**config.mk**
```make
export PLATFORM = sky130hd
export DESIGN_NAME = pipeline_ctrl
export DESIGN_NICKNAME = d
export VERILOG_FILES = /design/src/rtl/pipeline_ctrl_pkg.sv /design/src/rtl/perf_counter.sv /design/src/rtl/pipeline_ctrl.sv
export SDC_FILE = /design/constraint.sdc
export NUM_CORES = 1
export LEC_CHECK = 0
export CAP_MARGIN = 10
export CORE_AREA = 10 10 72 74
export DETAILED_ROUTE_END_ITERATION = 12
export DIE_AREA = 0 0 82 84
export GPL_TIMING_DRIVEN = 0
export HOLD_SLACK_MARGIN = 0.15
export PLACE_DENSITY_LB_ADDON = 0.05
export SLEW_MARGIN = 5
export SYNTH_ARGS = -nofsm -noshare
export SYNTH_HDL_FRONTEND = slang
export SYNTH_SLANG_ARGS = --single-unit
export TNS_END_PERCENT = 20
```
**constraint.sdc**
```tcl
create_clock -name clk -period 2.6 [get_ports clk]
set_clock_uncertainty 0.2 [all_clocks]
set_input_delay 0.52 -clock clk [delete_from_list [all_inputs] [get_ports clk]]
set_output_delay 0.52 -clock clk [all_outputs]
set_load 0.02 [all_outputs]
```
**src/rtl/pipeline_ctrl_pkg.sv**
```systemverilog
// Shared pipeline-control definitions: FSM state encoding, multiply/divide timeout, counter widths.
// Latency: n/a (types and constants only).
// Backpressure: n/a.
package pipeline_ctrl_pkg;

    // Controller states; the encodings are fixed so that debug taps and other
    // pipeline blocks can decode the state register directly.
    typedef enum logic [1:0] {
        RUN      = 2'd0,
        MD_WAIT  = 2'd1,
        MEM_WAIT = 2'd2
    } state_e;

    // Number of MD_WAIT cycles allowed before the multiply/divide unit is
    // declared hung.
    localparam int unsigned MD_TIMER_W  = 6;
    localparam logic [MD_TIMER_W-1:0] MD_TIMEOUT = 6'd40;

    // Width of the stall performance counter.
    localparam int unsigned STALL_CNT_W = 16;

endpackage

```
**src/rtl/perf_counter.sv**
```systemverilog
// Saturating event counter with synchronous clear; clear has priority over increment.
// Latency: count reflects an inc sampled on the previous rising edge.
// Backpressure: none; holds at all-ones instead of wrapping.
//
// Ports: clk, rst (async active-high), clr (sync clear), inc (count enable),
//        count [W-1:0] (current value).
module perf_counter #(
    parameter int unsigned W = 16
) (
    input  logic         clk,
    input  logic         rst,
    input  logic         clr,
    input  logic         inc,
    output logic [W-1:0] count
);

    localparam logic [W-1:0] ONE = {{(W-1){1'b0}}, 1'b1};

    logic [W-1:0] count_q;
    logic [W-1:0] count_d;

    always_comb begin
        count_d = count_q;
        if (clr) begin
            count_d = '0;
        end else if (inc && (count_q != '1)) begin
            count_d = count_q + ONE;
        end
    end

    always_ff @(posedge clk or posedge rst) begin
        if (rst) begin
            count_q <= '0;
        end else begin
            count_q <= count_d;
        end
    end

    assign count = count_q;

endmodule

```
**src/rtl/pipeline_ctrl.sv**
```systemverilog
// Pipeline stall/flush controller for memory waits, multi-cycle multiply/divide and hazards.
// Latency: stall/flush outputs are combinational in RUN; md_go/md_err/stall_cycles are registered.
// Backpressure: mem_busy holds the whole front of the pipe and bubbles MEM/WB until it clears.
//
// Ports:
//   clk, rst                  clock, async active-high reset
//   hdu_block, branch_taken   hazard block and taken-branch from ID
//   md_start, md_done         multiply/divide launch request (EX) and completion pulse
//   mem_busy                  data memory not ready this cycle
//   perf_clr                  synchronous clear of stall_cycles
//   PcStall .. EX_MEM_Stall   hold PC / pipeline registers
//   IF_ID_Flush .. MEM_WB_Flush  load bubbles
//   md_go, md_err             MD start pulse, sticky MD timeout flag
//   stall_cycles              saturating count of PcStall cycles
module pipeline_ctrl
    import pipeline_ctrl_pkg::*;
(
    input  logic                   clk,
    input  logic                   rst,
    input  logic                   hdu_block,
    input  logic                   branch_taken,
    input  logic                   md_start,
    input  logic                   md_done,
    input  logic                   mem_busy,
    input  logic                   perf_clr,
    output logic                   PcStall,
    output logic                   IF_ID_Stall,
    output logic                   ID_EX_Stall,
    output logic                   EX_MEM_Stall,
    output logic                   IF_ID_Flush,
    output logic                   ID_EX_Flush,
    output logic                   MEM_WB_Flush,
    output logic                   md_go,
    output logic                   md_err,
    output logic [STALL_CNT_W-1:0] stall_cycles
);

    localparam logic [MD_TIMER_W-1:0] TIMER_ONE = {{(MD_TIMER_W-1){1'b0}}, 1'b1};

    state_e                state_q,     state_d;
    logic                  done_pend_q, done_pend_d;
    logic [MD_TIMER_W-1:0] md_timer_q,  md_timer_d;
    logic                  md_go_q,     md_go_d;
    logic                  md_err_q,    md_err_d;

    logic pc_stall_c;
    logic if_id_stall_c;
    logic id_ex_stall_c;
    logic ex_mem_stall_c;
    logic if_id_flush_c;
    logic id_ex_flush_c;
    logic mem_wb_flush_c;
    logic md_fin_c;

    // A completion is either the live pulse or one that arrived while memory
    // was busy and had to be parked.
    assign md_fin_c = md_done | done_pend_q;

    always_comb begin
        state_d        = state_q;
        done_pend_d    = 1'b0;
        md_timer_d     = md_timer_q;
        md_go_d        = 1'b0;
        md_err_d       = md_err_q;
        pc_stall_c     = 1'b0;
        if_id_stall_c  = 1'b0;
        id_ex_stall_c  = 1'b0;
        ex_mem_stall_c = 1'b0;
        if_id_flush_c  = 1'b0;
        id_ex_flush_c  = 1'b0;
        mem_wb_flush_c = 1'b0;

        case (state_q)
            RUN: begin
                md_timer_d = '0;
                if (mem_busy) begin
                    pc_stall_c     = 1'b1;
                    if_id_stall_c  = 1'b1;
                    id_ex_stall_c  = 1'b1;
                    ex_mem_stall_c = 1'b1;
                    mem_wb_flush_c = 1'b1;
                    state_d        = MEM_WAIT;
                end else if (md_start) begin
                    pc_stall_c    = 1'b1;
                    if_id_stall_c = 1'b1;
                    id_ex_stall_c = 1'b1;
                    md_go_d       = 1'b1;
                    state_d       = MD_WAIT;
                end else if (hdu_block) begin
                    // A blocked branch is re-evaluated next cycle, so it must
                    // not flush IF/ID yet.
                    pc_stall_c    = 1'b1;
                    if_id_stall_c = 1'b1;
                    id_ex_flush_c = 1'b1;
                end else if (branch_taken) begin
                    if_id_flush_c = 1'b1;
                end
            end

            MEM_WAIT: begin
                pc_stall_c     = 1'b1;
                if_id_stall_c  = 1'b1;
                id_ex_stall_c  = 1'b1;
                ex_mem_stall_c = 1'b1;
                mem_wb_flush_c = 1'b1;
                if (!mem_busy) begin
                    state_d = RUN;
                end
            end

            MD_WAIT: begin
                pc_stall_c     = 1'b1;
                if_id_stall_c  = 1'b1;
                id_ex_stall_c  = 1'b1;
                // The older instruction in MEM still needs the memory, so only
                // EX/MEM is held while it is busy; nothing is bubbled.
                ex_mem_stall_c = mem_busy;
                if (md_timer_q != MD_TIMEOUT) begin
                    md_timer_d = md_timer_q + TIMER_ONE;
                end
                if (md_fin_c) begin
                    if (!mem_busy) begin
                        state_d = RUN;
                    end else begin
                        done_pend_d = 1'b1;
                    end
                end else if ((md_timer_q + TIMER_ONE) == MD_TIMEOUT) begin
                    md_err_d = 1'b1;
                    state_d  = RUN;
                end
            end

            default: begin
                state_d = RUN;
            end
        endcase
    end

    always_ff @(posedge clk or posedge rst) begin
        if (rst) begin
            state_q     <= RUN;
            done_pend_q <= 1'b0;
            md_timer_q  <= '0;
            md_go_q     <= 1'b0;
            md_err_q    <= 1'b0;
        end else begin
            state_q     <= state_d;
            done_pend_q <= done_pend_d;
            md_timer_q  <= md_timer_d;
            md_go_q     <= md_go_d;
            md_err_q    <= md_err_d;
        end
    end

    // Gate with rst so that a reset that lands while inputs are still active
    // quiets the pipeline controls immediately, not at the next edge.
    assign PcStall      = pc_stall_c     & ~rst;
    assign IF_ID_Stall  = if_id_stall_c  & ~rst;
    assign ID_EX_Stall  = id_ex_stall_c  & ~rst;
    assign EX_MEM_Stall = ex_mem_stall_c & ~rst;
    assign IF_ID_Flush  = if_id_flush_c  & ~rst;
    assign ID_EX_Flush  = id_ex_flush_c  & ~rst;
    assign MEM_WB_Flush = mem_wb_flush_c & ~rst;
    assign md_go        = md_go_q;
    assign md_err       = md_err_q;

    perf_counter #(
        .W (STALL_CNT_W)
    ) u_stall_cnt (
        .clk   (clk),
        .rst   (rst),
        .clr   (perf_clr),
        .inc   (PcStall),
        .count (stall_cycles)
    );

endmodule

```
# Word level (Yosys, flattened, before mapping)
# Cells that the tools add are included.
# totals
register_bits	27
latchBits	0
ramBits	0
romBits	0
input_bits	8
output_inout_bits	25
n_memories	0
# op_classes
add_sub_neg	2
multipliers	0
div_mod_pow	0
order_cmp	0
n_eq_ne	8
shifts	0
mux	32
n_bitwise	9
n_reduce_logical	8
# op_table
operator	count
two-way mux 16 bit	2
two-way mux 1 bit	18
adder 16 x 1 -> 16 bit, second input constant	1
inequality test 16 bit, second input constant	1
one-hot mux 6 bit (2 select lines)	1
two-way mux 2 bit	5
adder 6 x 1 -> 6 bit, second input constant	1
AND 1 bit	6
== test 6 bit, second input constant	1
two-way mux 6 bit	1
inequality test 3 bit, second input constant	2
inequality test 6 bit, second input constant	1
one-hot mux 1 bit (2 select lines)	3
one-hot mux 2 bit (3 select lines)	1
AND reduction 2 bit	2
nonzero test 2 bit	2
one-hot mux 1 bit (3 select lines)	1
AND reduction 3 bit	1
== test 2 x 1 -> 1 bit, second input constant	1
== test 2 bit, second input constant	1
zero test 2 bit	1
inequality test 2 bit, second input constant	1
NOT 1 bit	2
OR reduction 2 bit	1
2 further kinds	2

# Logic depth before layout (Yosys ltp)
# depth
word_depth	8
depth_mapped	9

# Hierarchy
# Synthesis repeated with hierarchy kept, for this count alone.
# unflattened
hier_cells	184
hier_area_um2	1710.4
# modules_own_cells
mod	instances	cells_each	area_each_um2	seq_area_each_um2
perf_counter	1	101	932.1	400.4
pipeline_ctrl	1	83	778.2	275.3

# Worst setup path before layout
# No wires, ideal clock.
# synth_timing
kind	register to output
from	register state_q[0]
to	output port PcStall
t_arrival_ns	1.654
required_ns	1.880
path_slack_ns	0.226
stages_incl_launch_ff	7
path_buffers	1
cell_sequence	dfrtp_1 inv_1 ha_1 nor4_2 or3_4 clkinv_4 buf_4
# synth_between
elab_chain_cells	4
elab_cells_between_ends	6
classes_between	2 x eq/ne; 1 x mux; 1 x bitwise; 2 x reduce/logical
# synth_rtl
element	line	text
from (decl)	pipeline_ctrl.sv:40	state_e state_q, state_d;
from (signal assigned)	pipeline_ctrl.sv:147	state_q <= state_d;
== test 2 x 1 -> 1 bit / == test 2 bit (equally long branches)	--	
OR reduction 2 bit (no source line)	--	
one-hot mux 1 bit (2 select lines) (*)	--	
AND 1 bit (*)	--	
to (decl)	pipeline_ctrl.sv:26	output logic PcStall,
# Every way passes the cells marked *; elsewhere a longest branch is shown, timed or not.

# Final worst setup path
# layout_timing
from	input port hdu_block
to	output port IF_ID_Stall
# layout_between
elab_chain_cells	5
# layout_rtl
element	line	text
from (decl)	pipeline_ctrl.sv:20	input logic hdu_block,
two-way mux 1 bit	pipeline_ctrl.sv:89	end else if (hdu_block) begin
two-way mux 1 bit	pipeline_ctrl.sv:83	end else if (md_start) begin
two-way mux 1 bit	pipeline_ctrl.sv:76	if (mem_busy) begin
one-hot mux 1 bit (2 select lines)	pipeline_ctrl.sv:73	case (state_q)
AND 1 bit	pipeline_ctrl.sv:158	assign IF_ID_Stall = if_id_stall_c & ~rst;
to (decl)	pipeline_ctrl.sv:27	output logic IF_ID_Stall,
# Every way passes these cells.

==> out/metrics.cfg <==
[grt]
grt_overflow_total=0
grtUsageTotal=0.119
grt_pass1_vias=1453
grt_max_degree=28
grt_pass1_wl_um=6760
antenna_found_initial=0

[yosys]
synth-main-ff-cell=dfrtp_1
syn-cell-area_um2=1660
synth_seq_cells=27
yosysSeqAreaShare=0.407
async_flop_share=1.00
synth_edf_count=0
syn_nets=192
netlist_instances=177
synth_area_per_cell_um2=9.37
ys_warn_count=0
ys_types=49

[die]
die_x_um=82
start_util=0.430
core.rowCount=23
dieArea_um2=6890
die_height_um=84
ios=33
core-area_um2=3860

[sta]
rsz0062_at_grt=no
post-route-min-period_ps=2510
setup_violations=0
worst_pin_slew_ps=1060
worst_hold_slack_ps=284
relSlewSlack=0.289
post-route-period-util=0.964
slew_viol_final=0
hold_violations=0
fmax_mhz=399

[clocking]
clockRootBuffer=clkbuf_8
clock_path_buffers=2
ctsHoldBuffers=0
cts_tree=done
numCtsBuffers=3
cts_sinks=27
clk_latency_ps=280
cts_max_level=1
clkSlewWorstSetupHoldPaths_ps=100

[final_layout]
fin_cells=268
diodes=0
post-route-util=0.555
syn_to_final_growth_pct=28.9
nFillCells=357
layout_common_cells=27 x dfrtp_1, 24 x nor2_1, 22 x clkdlybuf4s50_1, 9 x nand2_1, 9 x buf_4
stdcell_area_um2=2140
drive_above_1_share=0.142
fin_nets=234
layout.cells.most_common=dfrtp_1

[critical_path]
required_ps=1880
path_buf_inv=3
path_max_fanout=4
path_delay_family=buffers and inverters
end_kind=primary output
cp_slowest_cell=clkdlybuf4s50_1
slowest_delay_ps=550
startpoint_type=primary input
critPathKind=primary input to primary output
crit_arrival_ps=1790
worstPathCellList=clkdlybuf4s50_1, nor4_4, or3_4, clkinv_4, buf_2

[drt]
detail_route.wl_per_cell_um=14.7
dr.pass1.iters=6
drt-vias-per-instance=5.34
drtAntennaViolNets=0
route.detailed.drc=0
route.vias.total=1431
drtIter0Drc=75
wirelength_um=3940

[min_path]
hp-class=flip-flop to flip-flop

[pwr]
leakage_nw=0.932
ir_drop_uv=385
p_per_area_nw_per_um2=674

[place]
dpl_cell_area_um2=2020
gp_congestion=0.865
port_buffers=30
placed_cells=257
dp_hpwl_um=2850

[run_status]
status=completed

[flow_run]
cap_violations=0

==> path summary, 6_finish.rpt <==
check                           start                   end  slack (ps)  depth (start not counted)
max in group asynchronous         rst                md_err        1030                          2
setup reg to reg           state_q[0]  u_stall_cnt.count[7]         210                          7
min in group asynchronous         rst            state_q[1]         520                          2
hold reg to reg                md_err                md_err         280                          1
hold / removal                 md_err                md_err         280                          1
setup / recovery            hdu_block           IF_ID_Stall          90                          5
==> cells in the mapped netlist (2+ instances only) <==
master / n / share of area
xnor2_1: 4 / 0.021
clkbuf_1: 3 / 0.0068
o21ai_0: 8 / 0.024
and2_1: 3 / 0.011
or3_1: 3 / 0.011
nand3_1: 6 / 0.018
a21oi_1: 8 / 0.024
nand2_1: 9 / 0.020
nand4_1: 6 / 0.023
mux2i_1: 3 / 0.018
o211ai_1: 2 / 0.0090
inv_1: 10 / 0.023
nor2b_1: 4 / 0.015
ha_1: 7 / 0.053
and4_1: 3 / 0.016
dfrtp_1: 27 / 0.41
and3_1: 5 / 0.019
a21o_1: 2 / 0.0090
a22o_1: 2 / 0.011
nor3_1: 3 / 0.0090
xor2_1: 7 / 0.037
nor4_2: 2 / 0.015
nor2_1: 24 / 0.054
==> cell type report <==
class / instances / area [um^2] / area share
multi-input combinational: 132 / 928 / 0.434
clock buffer: 3 / 41.3 / 0.0193
inverter: 11 / 46.3 / 0.0217
timing repair buffer: 39 / 357 / 0.167
clock inverter: 1 / 7.51 / 0.00351
buffer: 5 / 20.0 / 0.00936
sequential: 27 / 676 / 0.316
tap: 50 / 62.6 / 0.0293
==> sequential cells by signal (all words and copies together), names as in the netlist <==
name	flops
done_pend_q	1
md_err	1
md_go	1
md_timer_q	6
state_q	2
u_stall_cnt.count	16
==> metal layers <==
metal,share of wire,track usage
met3,0.048,0.0216
met4,0.0079,0.0325
met5,0,0
met1,0.41,0.132
met2,0.53,0.220
==> kinds of logic after synthesis <==
logic type / synth area share
xor+xnor: 0.0581
simple gates: 0.281
buf+inv: 0.0475
mux: 0.0317
fa+ha+maj: 0.0528
compound gates: 0.121
flops: 0.407
==> power breakdown <==
part	switching, mW	internal [mW]	total [mW]
sequential	0.0408	0.459	0.500
combinational	0.365	0.319	0.684
clock	0.148	0.109	0.257
total	0.554	0.887	1.44
==> timing repair <==
item | CTS | global route
pin swaps | 2 | 4
cloned | 0 | 0
resized for setup | 18 | 2
endpoints found under the setup margin | 6 | 4
setup buffers | 1 | 8
endpoints found under the hold margin | 0 | 0
==> stage by stage <==
| stage | power [mW] | setup WS [ps] | TNS [ps] |
|---|---|---|---|
| global route | 1.54 | 11.3 | 0 |
| finish | 1.44 | 92.4 | 0 |
| detailed placement | 1.10 | -680 | -2330 |
| global placement | 1.09 | -653 | -1960 |
| floorplan | 0.909 | 226 | 0 |
| CTS | 1.39 | -37.8 | -37.8 |
==> worst reg2reg max path: stages (launching register included) <==
cell and delay (ps):
dfrtp_1 440, ha_2 220, or2_4 230, buf_4 140, nor4_4 430, o21ai_2 150
or3_1 360, a21oi_1 150
No activity file was read; power rests on OpenSTA's default activity.
